File: src/rtl/dispatcher_pkg.sv
// dispatcher_pkg: shared constants and entry type for the instruction queue and decode/immediate logic
package dispatcher_pkg;
  localparam int XLEN = 32;
  localparam logic [31:0] NOP_INST = 32'h0000_0013;
  localparam logic [6:0] OP = 7'h33;
  localparam logic [6:0] OP_IMM = 7'h13;
  localparam logic [6:0] LOAD = 7'h03;
  localparam logic [6:0] STORE = 7'h23;
  localparam logic [6:0] BRANCH = 7'h63;
  localparam logic [6:0] JAL = 7'h6F;
  localparam logic [6:0] JALR = 7'h67;
  localparam logic [6:0] LUI = 7'h37;
  localparam logic [6:0] AUIPC = 7'h17;
  typedef struct packed {
    logic [XLEN-1:0] pc;
    logic [XLEN-1:0] inst;
  } iq_entry_t;
endpackage

File: src/rtl/inst_queue.sv
// inst_queue: show-ahead circular {pc, inst} FIFO between fetch and dispatch, with single-cycle flush
//   clk/rst_n: clock, async active-low reset; flush: drop all entries
//   wr_en/wr_pc/wr_inst/full: fetch push side; rd_en/rd_valid/rd_pc/rd_inst/empty: dispatch pop side
//   count: current occupancy
module inst_queue
  import dispatcher_pkg::*;
#(
  parameter int DEPTH = 8,
  parameter int XLEN = dispatcher_pkg::XLEN
) (
  input  logic                     clk,
  input  logic                     rst_n,
  input  logic                     flush,
  input  logic                     wr_en,
  input  logic [XLEN-1:0]          wr_pc,
  input  logic [XLEN-1:0]          wr_inst,
  output logic                     full,
  input  logic                     rd_en,
  output logic                     rd_valid,
  output logic [XLEN-1:0]          rd_pc,
  output logic [XLEN-1:0]          rd_inst,
  output logic                     empty,
  output logic [$clog2(DEPTH):0]   count
);
  localparam int AW = $clog2(DEPTH);
  iq_entry_t r_mem [DEPTH];
  logic [AW-1:0] r_wr_ptr, r_rd_ptr;
  logic [AW:0] r_count;
  logic w_push, w_pop;
  assign count = r_count;
  assign full = r_count == (AW+1)'(DEPTH);
  assign empty = r_count == '0;
  assign rd_valid = ~empty;
  assign w_push = wr_en & ~full & ~flush;
  assign w_pop = rd_en & ~empty & ~flush;
  // empty mux hides unwritten storage and feeds decode a harmless NOP
  assign rd_pc = empty ? '0 : r_mem[r_rd_ptr].pc;
  assign rd_inst = empty ? NOP_INST : r_mem[r_rd_ptr].inst;
  always_ff @(posedge clk or negedge rst_n)
    if (!rst_n) begin
      r_wr_ptr <= '0;
      r_rd_ptr <= '0;
      r_count <= '0;
    end else if (flush) begin
      r_wr_ptr <= '0;
      r_rd_ptr <= '0;
      r_count <= '0;
    end else begin
      r_wr_ptr <= r_wr_ptr + AW'(w_push);
      r_rd_ptr <= r_rd_ptr + AW'(w_pop);
      r_count <= r_count + (AW+1)'(w_push) - (AW+1)'(w_pop);
    end
  always_ff @(posedge clk)
    if (w_push) r_mem[r_wr_ptr] <= '{pc: wr_pc, inst: wr_inst};
endmodule

File: config.mk
export PLATFORM = sky130hd
export DESIGN_NAME = inst_queue
export DESIGN_NICKNAME = d
export VERILOG_FILES = /design/src/rtl/dispatcher_pkg.sv /design/src/rtl/inst_queue.sv
export SDC_FILE = /design/constraint.sdc
export NUM_CORES = 1
export LEC_CHECK = 0
export BUFFER_PORTS_ARGS = -buffer_cell sky130_fd_sc_hd__buf_2
export CORE_UTILIZATION = 35
export DETAILED_ROUTE_END_ITERATION = 8
export GPL_ROUTABILITY_DRIVEN = 0
export GPL_TIMING_DRIVEN = 0
export SLEW_MARGIN = 20
export SYNTH_ARGS = -nofsm -noshare
export SYNTH_HDL_FRONTEND = slang
export SYNTH_SLANG_ARGS = --single-unit
File: constraint.sdc
create_clock -name clk -period 7.7 [get_ports clk]
set_input_delay 0.385 -clock clk [delete_from_list [all_inputs] [get_ports clk]]
set_output_delay 0.385 -clock clk [all_outputs]
set_load 0.02 [all_outputs]
==> results.md, run 1 <==
* Fin cells at about 1800
* Antenna Nets Post-Route at 0
* Rel. slew slack at 0.4162
* Highest clock rate at roughly 280 MHz
* H-tree depth reported by CTS at 2
* Die ar. at around 57000 um^2
* Maximum net fanout on the critical path at 10
* Delay of the slowest cell on the worst path at around 0.63 ns
* First-pass GRT wire length at 64780 um
* Post-Syn Instances at roughly 820
* Worst Max-Slew Pin Slew at 0.8756 ns
* Mux contribution to synthesized area at 0.1468
* Most used DFF post-synth: edfxtp_1
* Synth Area in Compound Gates at 0.02907
* Status: completed
* Synth Area in Adders at 0.007362
* Final hold slack at about 0.042 ns
* Die X at 239.3 um
* CTS tree: done
* Crit path capture type: output pin
* Post-CTS sizing at 0
* Worst path bufs/invs at 4
* Syn_area_per_cell at 24.19 um^2
* Leakage power total at around 7.7 nW
* Max Cap Viol at 0
* Total gr overflow at 0
* EDFF count, synth at 512
* Routed WL per cell at between 20 and 25 um
* Core ar. at 55420 um^2
* Area growth syn-to-layout at 20.03%
* I/O Buffers at 139
* Xor/xnor share of the synthesized area at 0.001333
* Area of the multi-input gates at ~3900 um^2
* Unrepaired setup endpoints after global routing: no
* Setup slack, reg-to-reg at roughly 4.7 ns
* Final setup vio count at 0
* Crit-path most repeated cell: inv_1
* Nets at 1133
* Starting Density at 0.3558
* Synth Area in Simple Gates at 0.008948
* CP cell instances: inv_1 > ha_1 > nand2_1 > inv_1 > nor2_2 > clkbuf_1 > a22o_1 > buf_2
* Tot Pwr at 7.145 mW
* # DRC at 0
* Launch point of the worst reg-to-reg path: count[2]$_DFF_PN0_
* Commonest cells after routing, fill and taps aside: edfxtp_1 (512), buf_2 (142), mux4_2 (128), a22o_1 (61), clkbuf_16 (56)
* Cts hold-fix bufs at 1
* Worst skew pair latency at about 0.61 ns
* Layout cell share with drive strength beyond 1 at 0.3768
* Worst Setup Path Type: reg -> out
* Vias per cell at 4.958
* Hold/Removal Path Class: in -> reg
* Layout filler cell count at about 4800
* Mapped Nets at between 800 and 900
* Post-CTS setup buffers at 0
* Row Count at 86
* Clock skew at around 0.027 ns
* Root buffer cell: clkbuf_16
* Yosys warning total at 0
* Mapped cell area at around 20000 um^2
* Largest net degree at the start of global routing at 21
* IR drop worst, VDD at between 0.2 and 0.25 mV
* Post-route cell area at 23660 um^2
* Gr usage total at 0.1570
* Critical path required time at about 7.3 ns
* R2R cell count at 10
* Die height at roughly 240 um
* Vias in the first global route at roughly 9900
* PD cells at roughly 300 nW/um^2
* Clock Pin Slew Worst Setup and Hold Paths at 0.06 ns
* Crit path DAT at about 3.2 ns
* Hold Vio Cnt, Final at 0
* Slowest stage cell, crit path: clkbuf_1
* Netlist cell types at 28
* Top delay family on crit path: buffers and inverters
* HP Start: wr_pc[0]
* Worst hold endpoint: r_mem[0][32]$_DFFE_PP_
* CTS buffer count at 55
* Minimum clock period at 3.623 ns
* Leading cell type in the layout, fill and taps excluded: edfxtp_1
* Initial drt markers at about 630
* Routed vias at approximately 9200
* Post-Route WL at between 40000 and 50000 um
* CTS Buffer Depth at 3
* Clock Sinks at approximately 520
* DP Area at approximately 22000 um^2
* Fin Setup TNS at 0 ns
* Seq/Total Area, Yosys at 0.7925
* Element type at the critical path start: register
* Largest family of logic cells by synthesized area: multiplexers
* I/O pins at 140
* Placed cells at ~1700
* First drt pass iteration count at 5
* Initial antenna violation count at 8
* Final Slew Violations at 0
* Fraction of registers with async set/reset at 0.01916
* Synth Register Bits at roughly 520
* WHS Path Cells at 1
* Register area at 15630 um^2
* Critical R2R Capture: r_mem[0][7]$_DFFE_PP_
* Post-DP HPWL at about 29000 um
* Final worst-path cycle share at 0.4706
-- flip-flops by register name (all words and copies together), names as in the netlist --
register / flops
r_wr_ptr: 3
count: 4
r_mem: 512
r_rd_ptr: 3
-- worst register-to-register path, delay by kind of cell, from the launching register on --
kind          cells  cell delay (ns)
simple gates      3             1.10
buf+inv           6             1.05
flops             1             0.35
fa+ha+maj         1             0.19
-- cell usage after synthesis, drive strengths merged (8+ instances only) --
cell | n | area share
a22o | 61 | 0.027
ha | 10 | 0.0063
clkbuf | 19 | 0.0037
inv | 8 | 0.0015
buf | 23 | 0.0088
nor2 | 12 | 0.0023
dfrtp | 10 | 0.013
nor2b | 9 | 0.0029
mux4 | 128 | 0.15
edfxtp | 512 | 0.78
-- power by group --
part	leakage [nW]	total [mW]	internal, mW	switching, mW
combinational	2.18	1.49	0.596	0.897
clock	0.807	2.43	1.37	1.07
sequential	4.76	3.22	3.19	0.0217
-- cells by family (layout without fill, tap and decap cells) --
group	count (synthesis)	in the layout
other cells	0	3
flops	522	522
mux	129	129
compound gates	66	66
simple gates	34	34
buf+inv	50	331
xor+xnor	3	3
fa+ha+maj	11	11
-- worst max-delay path by stage --
stage	startpoint	end	slack [ns]	depth (start not counted)
final	count[2]$_DFF_PN0_	rd_pc[11]	4.08	8
after global routing	count[2]$_DFF_PN0_	rd_pc[11]	3.94	8
after global placement	count[2]$_DFF_PN0_	r_mem[0][6]$_DFFE_PP_	-3.44	5
after floorplan	count[2]$_DFF_PN0_	r_mem[1][0]$_DFFE_PP_	1.71	5
after CTS	count[2]$_DFF_PN0_	rd_pc[11]	4.01	8
after detailed placement	count[2]$_DFF_PN0_	r_mem[0][3]$_DFFE_PP_	4.61	10
-- stage by stage --
| step | util | setup slack (ns) |
|---|---|---|
| finish | 0.4270 | 4.077 |
| global route | 0.4269 | 3.944 |
| CTS | 0.4269 | 4.008 |
| detailed placement | 0.3970 | 4.614 |
| global placement | 0.3852 | -3.439 |
| floorplan | - | 1.707 |
-- area by class of cell --
type / count / share of cell area
Timing Repair Buffer: 181 / 0.05488
Antenna cell: 3 / 0.0003172
Clock buffer: 69 / 0.06128
Clock inverter: 31 / 0.008407
Tap cell: 748 / 0.03955
Multi-Input combinational cell: 243 / 0.1636
Buffer: 42 / 0.01036
Sequential cell: 522 / 0.6603
Inverter: 8 / 0.001269
-- routing by layer --
metal	track usage	vias up	share of wire
met5	0	-	0.0016
met4	0.04507	12	0.018
met3	0.03400	64	0.050
met2	0.2601	204	0.50
met1	0.2081	4872	0.43
li1	-	4005	-
Note: power is estimated with default switching activity, not from simulation.
==> run 2, diff against run 1 <==
==> constraint.sdc (replaced) <==
create_clock -name clk -period 3.12 [get_ports clk]
set_input_delay 0.156 -clock clk [delete_from_list [all_inputs] [get_ports clk]]
set_output_delay 0.156 -clock clk [all_outputs]
set_load 0.02 [all_outputs]
==> results.md, run 2 (same netlist as run 1, synthesis figures left out) <==
* Hold/Removal Path Class: in -> reg
* Critical path required time at 2.96 ns (-4.36 ns)
* Row Count at 86 (unchanged)
* CTS buffer count at 55 (unchanged)
* Layout filler cell count at 4710 (-1.3%)
* Final Slew Violations at 0 (unchanged)
* Post-CTS setup buffers at 0 (unchanged)
* Die ar. at 57280 um^2 (unchanged)
* Clock skew at 0.01278 ns (-0.01436 ns)
* Total gr overflow at 0 (unchanged)
* I/O Buffers at 139 (unchanged)
* # DRC at 0 (unchanged)
* PD cells at 745.1 nW/um^2 (+150%)
* Element type at the critical path start: register
* Layout cell share with drive strength beyond 1 at 0.3665 (-0.01036)
* Nets at 1191 (+5.1%)
* Rel. slew slack at 0.4504 (+0.03415)
* Minimum clock period at about 3 ns
* Area growth syn-to-layout at 24.99%
* Final worst-path cycle share at 0.9528
* First drt pass iteration count at 5 (unchanged)
* Final core occ at 0.4447 (+0.01763)
* Initial antenna violation count at 3 (-5)
* Worst skew pair latency at 0.59 ns (-0.02 ns)
* Starting Density at 0.3558 (unchanged)
* Clock Sinks at 522 (unchanged)
* Final setup vio count at 0 (unchanged)
* Biggest register: r_mem
* Routed vias at 9534 (+4.1%)
* Die X at 239.3 um (unchanged)
* Highest clock rate at about 340 MHz
* Commonest cells after routing, fill and taps aside: edfxtp_1 (512), buf_2 (142), mux4_2 (128), dlygate4sd3_1 (67), a22o_1 (61)
* Setup slack, reg-to-reg at 0.48 ns (-4.22 ns)
* Initial drt markers at 695 (+11%)
* Worst Max-Slew Pin Slew at 0.8244 ns (-0.05122 ns)
* Antenna Nets Post-Route at 0 (unchanged)
* Vias per cell at 5.005 (+0.95%)
* Unrepaired setup endpoints after global routing: yes
* CTS tree: done
* Worst Setup Path Type: reg -> out
* Vias in the first global route at 10150 (+2.6%)
* CTS Buffer Depth at 3 (unchanged)
* Tot Pwr at 18.36 mW (+160%)
* Clock Pin Slew Worst Setup and Hold Paths at 0.06 ns (about the same)
* Routed WL per cell at 23.18 um (-2.0%)
* Post-Route WL at 44150 um (+1.0%)
* Status: completed
* Core ar. at 55420 um^2 (unchanged)
* H-tree depth reported by CTS at 2 (unchanged)
* Max Cap Viol at 0 (unchanged)
* Ant diodes at 0 (-3)
* Fin Setup TNS at 0 ns (unchanged)
* Maximum net fanout on the critical path at 10 (unchanged)
* Hold Vio Cnt, Final at 0 (unchanged)
* Largest net degree at the start of global routing at 21 (unchanged)
* Post-Place Setup Slack at 0.1151 ns (-4.499 ns)
* Max reg flops at 512 (unchanged)
* Post-layout worst setup margin at 0.1474 ns (-3.929 ns)
* Die height at 239.3 um (unchanged)
* Post-DP HPWL at 27940 um (-2.2%)
* I/O pins at 140 (unchanged)
* First-pass GRT wire length at 65740 um (+1.5%)
* Leakage power total at 8.149 nW (+5.2%)
* Leading cell type in the layout, fill and taps excluded: edfxtp_1
* Crit path capture type: output pin
* Crit path DAT at 2.82 ns (-0.42 ns)
* IR drop worst, VDD at 0.4549 mV (+110%)
* Root buffer cell: clkbuf_16
* Gr usage total at 0.1583 (+0.001307)
* Final hold slack at 0.2611 ns (+0.2191 ns)
-- run 2: changes by cell type in the layout (fill, tap and decap cells not counted), sizes merged --
cell,delta
buf,-7
diode,-3
clkbuf,-6
dlygate4sd3,+66
clkinv,+2
bufinv,+7
clkinvlp,+1
inv,-2
-- run 2: worst paths after layout --
check	startpoint	endpoint	depth (start not counted)
setup / recovery	count[2]$_DFF_PN0_	rd_inst[5]	8
hold / removal	rd_en	r_rd_ptr[0]$_DFF_PN0_	4
setup reg to reg	count[2]$_DFF_PN0_	count[3]$_DFF_PN0_	11
hold reg to reg	r_rd_ptr[1]$_DFF_PN0_	r_rd_ptr[1]$_DFF_PN0_	2
max in group asynchronous	rst_n	count[2]$_DFF_PN0_	3
min in group asynchronous	rst_n	count[3]$_DFF_PN0_	3
-- run 2: critical path, stage by stage, from the launching register on --
cell and delay, ns:
dfrtp_2 0.36, inv_1 0.07, ha_1 0.19, nand2_1 0.07, inv_1 0.14, nor2_4 0.37, buf_1 0.56, a22o_1 0.28
buf_2 0.18
-- run 2: repair_timing --
action                     in CTS  in global routing
hold endpoints to repair      523                  0
hold buffers                   67                  0
gates resized for setup        11                  8
setup endpoints to repair      60                 25
pin swaps                       0                  0
-- run 2: area by class of cell --
| cell class | instances | area, um^2 | area share |
|---|---|---|---|
| Clock inverter | 39 | 390.4 | 0.01584 |
| Timing Repair Buffer | 239 | 2051 | 0.08322 |
| Multi-Input combinational cell | 243 | 3895 | 0.1581 |
| Inverter | 8 | 30.03 | 0.001219 |
| Tap cell | 748 | 935.9 | 0.03798 |
| Clock buffer | 64 | 1453 | 0.05895 |
| Sequential cell | 522 | 15630 | 0.6342 |
| Buffer | 42 | 260.3 | 0.01056 |
-- run 2: power by group --
group,internal [mW],switching (mW)
sequential,7.88,0.0558
combinational,1.55,2.23
clock,3.98,2.66
total,13.4,4.95
-- run 2: stage by stage --
step                      instance area [um^2]  instances
after detailed placement                 22110       1735
after CTS                                24640       1905
final                                    24640       1905
after global routing                     24640       1905
after floorplan                          19770        815
after global placement                   21400       1702
-- run 2: routing by layer --
metal	share of wire	vias to the layer above	GRT usage
met2	0.48	252	0.2527
met1	0.45	5087	0.2220
li1	-	4127	-
met4	0.017	6	0.04526
met3	0.051	62	0.02881
met5	0.00086	-	0
==> run 3, diff against run 2 <==
--- a/config.mk
+++ b/config.mk
@@ -6,6 +6,7 @@
 export NUM_CORES = 1
 export LEC_CHECK = 0
 export BUFFER_PORTS_ARGS = -buffer_cell sky130_fd_sc_hd__buf_2
+export CAP_MARGIN = 20
 export CORE_UTILIZATION = 35
 export DETAILED_ROUTE_END_ITERATION = 8
 export GPL_ROUTABILITY_DRIVEN = 0
==> constraint.sdc (replaced) <==
create_clock -name clk -period 3.12 [get_ports clk]
set_input_delay 0.624 -clock clk [delete_from_list [all_inputs] [get_ports clk]]
set_output_delay 0.624 -clock clk [all_outputs]
set_load 0.02 [all_outputs]
==> results.md, run 3 (same netlist as run 1, synthesis figures left out) <==
* Post-route cell area at 24180 um^2 (-1.9%)
* Initial antenna violation count at 7 (+4)
* # DRC at 0 (unchanged)
* Clock Sinks at 522 (unchanged)
* Area growth syn-to-layout at 22.63%
* Launch point of the worst reg-to-reg path: count[2]$_DFF_PN0_
* Leakage power total at 7.966 nW (-2.2%)
* Row Count at 86 (unchanged)
* Hold/Removal Path Class: in -> reg
* Critical path required time at 2.50 ns (-0.46 ns)
* Post-DP HPWL at 27950 um (about the same)
* R2R cell count at 8 (-3)
* First-pass GRT wire length at 64230 um (-2.3%)
* Core ar. at 55420 um^2 (unchanged)
* Max Cap Viol at 0 (unchanged)
* Minimum clock period at 3.024 ns (+0.05146 ns)
* Slowest stage cell, crit path: mux4_2
* Starting Density at 0.3558 (unchanged)
* Vias in the first global route at 9628 (-5.1%)
* CP cell instances: buf_8 > buf_8 > mux4_2 > a22o_1 > buf_2
* Initial drt markers at 599 (-14%)
* Maximum net fanout on the critical path at 10 (unchanged)
* Final setup vio count at 0 (unchanged)
* Largest net degree at the start of global routing at 21 (unchanged)
* Combinational fraction of design power at 0.212 (+0.006)
* Worst Max-Slew Pin Slew at 0.5936 ns (-0.2308 ns)
* Tot Pwr at 18.34 mW (-0.13%)
* Clock network power share at 0.355 (-0.007)
* Sw Ratio at 0.2685 (-0.001196)
* Final hold slack at 0.2967 ns (+0.03561 ns)
* Max reg flops at 512 (unchanged)
* CTS Buffer Depth at 3 (unchanged)
* First drt pass iteration count at 4 (-1)
* Fin Setup TNS at 0 ns (unchanged)
* Final worst-path cycle share at 0.9693 (+0.01649)
* Top delay family on crit path: buffers and inverters
* Total gr overflow at 0 (unchanged)
* Crit path capture type: output pin
* Status: completed
* Worst skew pair latency at 0.59 ns (about the same)
* CTS buffer count at 54 (-1.8%)
* CTS tree: done
* WHS Path Cells at 1 (-3)
* H-tree depth reported by CTS at 2 (unchanged)
* Gr usage total at 0.1553 (-0.003019)
* Clock Pin Slew Worst Setup and Hold Paths at 0.06 ns (about the same)
* Routed WL per cell at 23.70 um (+2.2%)
* DP Area at 22110 um^2 (unchanged)
* Pint at 13.41 mW (about the same)
* Biggest register: r_mem
* Worst setup path startpoint: r_rd_ptr[0]$_DFF_PN0_
* Worst Setup Path Type: reg -> out
* Worst path bufs/invs at 3 (-1)
* Root buffer cell: clkbuf_16
* P_sw at 4.923 mW (-0.57%)
* Highest clock rate at 330.7 MHz (-1.7%)
* Die X at 239.3 um (unchanged)
* Die ar. at 57280 um^2 (unchanged)
* PD cells at 758.4 nW/um^2 (+1.8%)
* HP Start: wr_pc[21]
* Delay of the slowest cell on the worst path at 0.53 ns (-0.03 ns)
* Post-Route WL at 43630 um (-1.2%)
* Leading cell type in the layout, fill and taps excluded: edfxtp_1
* Commonest cells after routing, fill and taps aside: edfxtp_1 (512), buf_2 (142), mux4_2 (128), a22o_1 (59), clkbuf_16 (57)
* I/O Buffers at 139 (unchanged)
* Reg power frac at 0.433 (about the same)
* Crit-path most repeated cell: buf_8
* Antenna Nets Post-Route at 0 (unchanged)
* Element type at the critical path start: register
* Layout cell share with drive strength beyond 1 at 0.4038 (+0.03738)
* Final core occ at 0.4363 (-0.008376)
* Nets at 1127 (-5.4%)
* Final Slew Violations at 0 (unchanged)
* I/O pins at 140 (unchanged)
* Die height at 239.3 um (unchanged)
* Crit path DAT at 2.40 ns (-0.42 ns)
* Rel. slew slack at 0.6033 (+0.1529)
* Worst path depth at 5 (-3)
* Clock skew at 0.01121 ns (-0.001567 ns)
* IR drop worst, VDD at 0.5262 mV (+16%)
* Unrepaired setup endpoints after global routing: yes
* Routed vias at 9185 (-3.7%)
* Vias per cell at 4.989 (-0.31%)
* Hold Vio Cnt, Final at 0 (unchanged)
[run 3: cell type report]
cell class	instances	area, um^2
fill	4711	31240
tap	748	935.9
clock inverter	37	347.8
sequential	522	15630
clock buffer	64	1453
multi-input combinational	243	3913
buffer	42	455.4
inverter	8	30.03
antenna	1	2.502
timing repair buffer	176	1413
[run 3: repair_timing]
item                                    CTS  global route
pin swaps                                 1             0
resized for setup                        63            22
setup buffers                             3             0
endpoints found under the setup margin   64            42
endpoints found under the hold margin    10             0
cloned                                    0             0
hold buffers                              1             0
[run 3: stage by stage]
stage,instances,setup slack (ns)
after global routing,1840,-0.01657
after CTS,1840,-0.01007
after global placement,1702,-2.225
after floorplan,815,-0.1313
final,1841,0.09591
after detailed placement,1735,-0.3357
[run 3: path summary, 6_finish.rpt]
check | to | slack (ns)
worst max-delay path | rd_inst[19] | 0.1
worst min-delay path | r_mem[2][53]$_DFFE_PP_ | 0.30
worst max register to register | r_mem[0][14]$_DFFE_PP_ | 0.52
worst min register to register | r_wr_ptr[0]$_DFF_PN0_ | 0.67
max in group asynchronous | count[2]$_DFF_PN0_ | 2.46
min in group asynchronous | r_wr_ptr[0]$_DFF_PN0_ | 0.43
[run 3: worst register-to-register path: cells and delay by family (launching register included)]
family | cells | cell delay, ns
buffers and inverters | 4 | 0.65
DFF | 1 | 0.35
adders and majority gates | 1 | 0.19
and+or+nand+nor | 3 | 1.11
[run 3: power by group through the flow]
| stage | Sequential [mW] | Combinational, mW | Clock [mW] |
|---|---|---|---|
| after CTS | 7.94 | 3.91 | 6.68 |
| final | 7.94 | 3.88 | 6.52 |
| after global placement | 8.10 | 3.69 | 0 |
| after detailed placement | 8.09 | 3.78 | 0 |
| after global routing | 7.95 | 4.17 | 6.91 |
| after floorplan | 8.10 | 2.36 | 0 |
[run 3: layer usage]
metal / global-route usage / routed length (um) / vias to the layer above
li1: - / - / 3992
met1: 0.2167 / 19400 / 4885
met2: 0.2444 / 21010 / 225
met3: 0.03907 / 2443 / 69
met4: 0.03671 / 687 / 14
met5: 0 / 85 / -
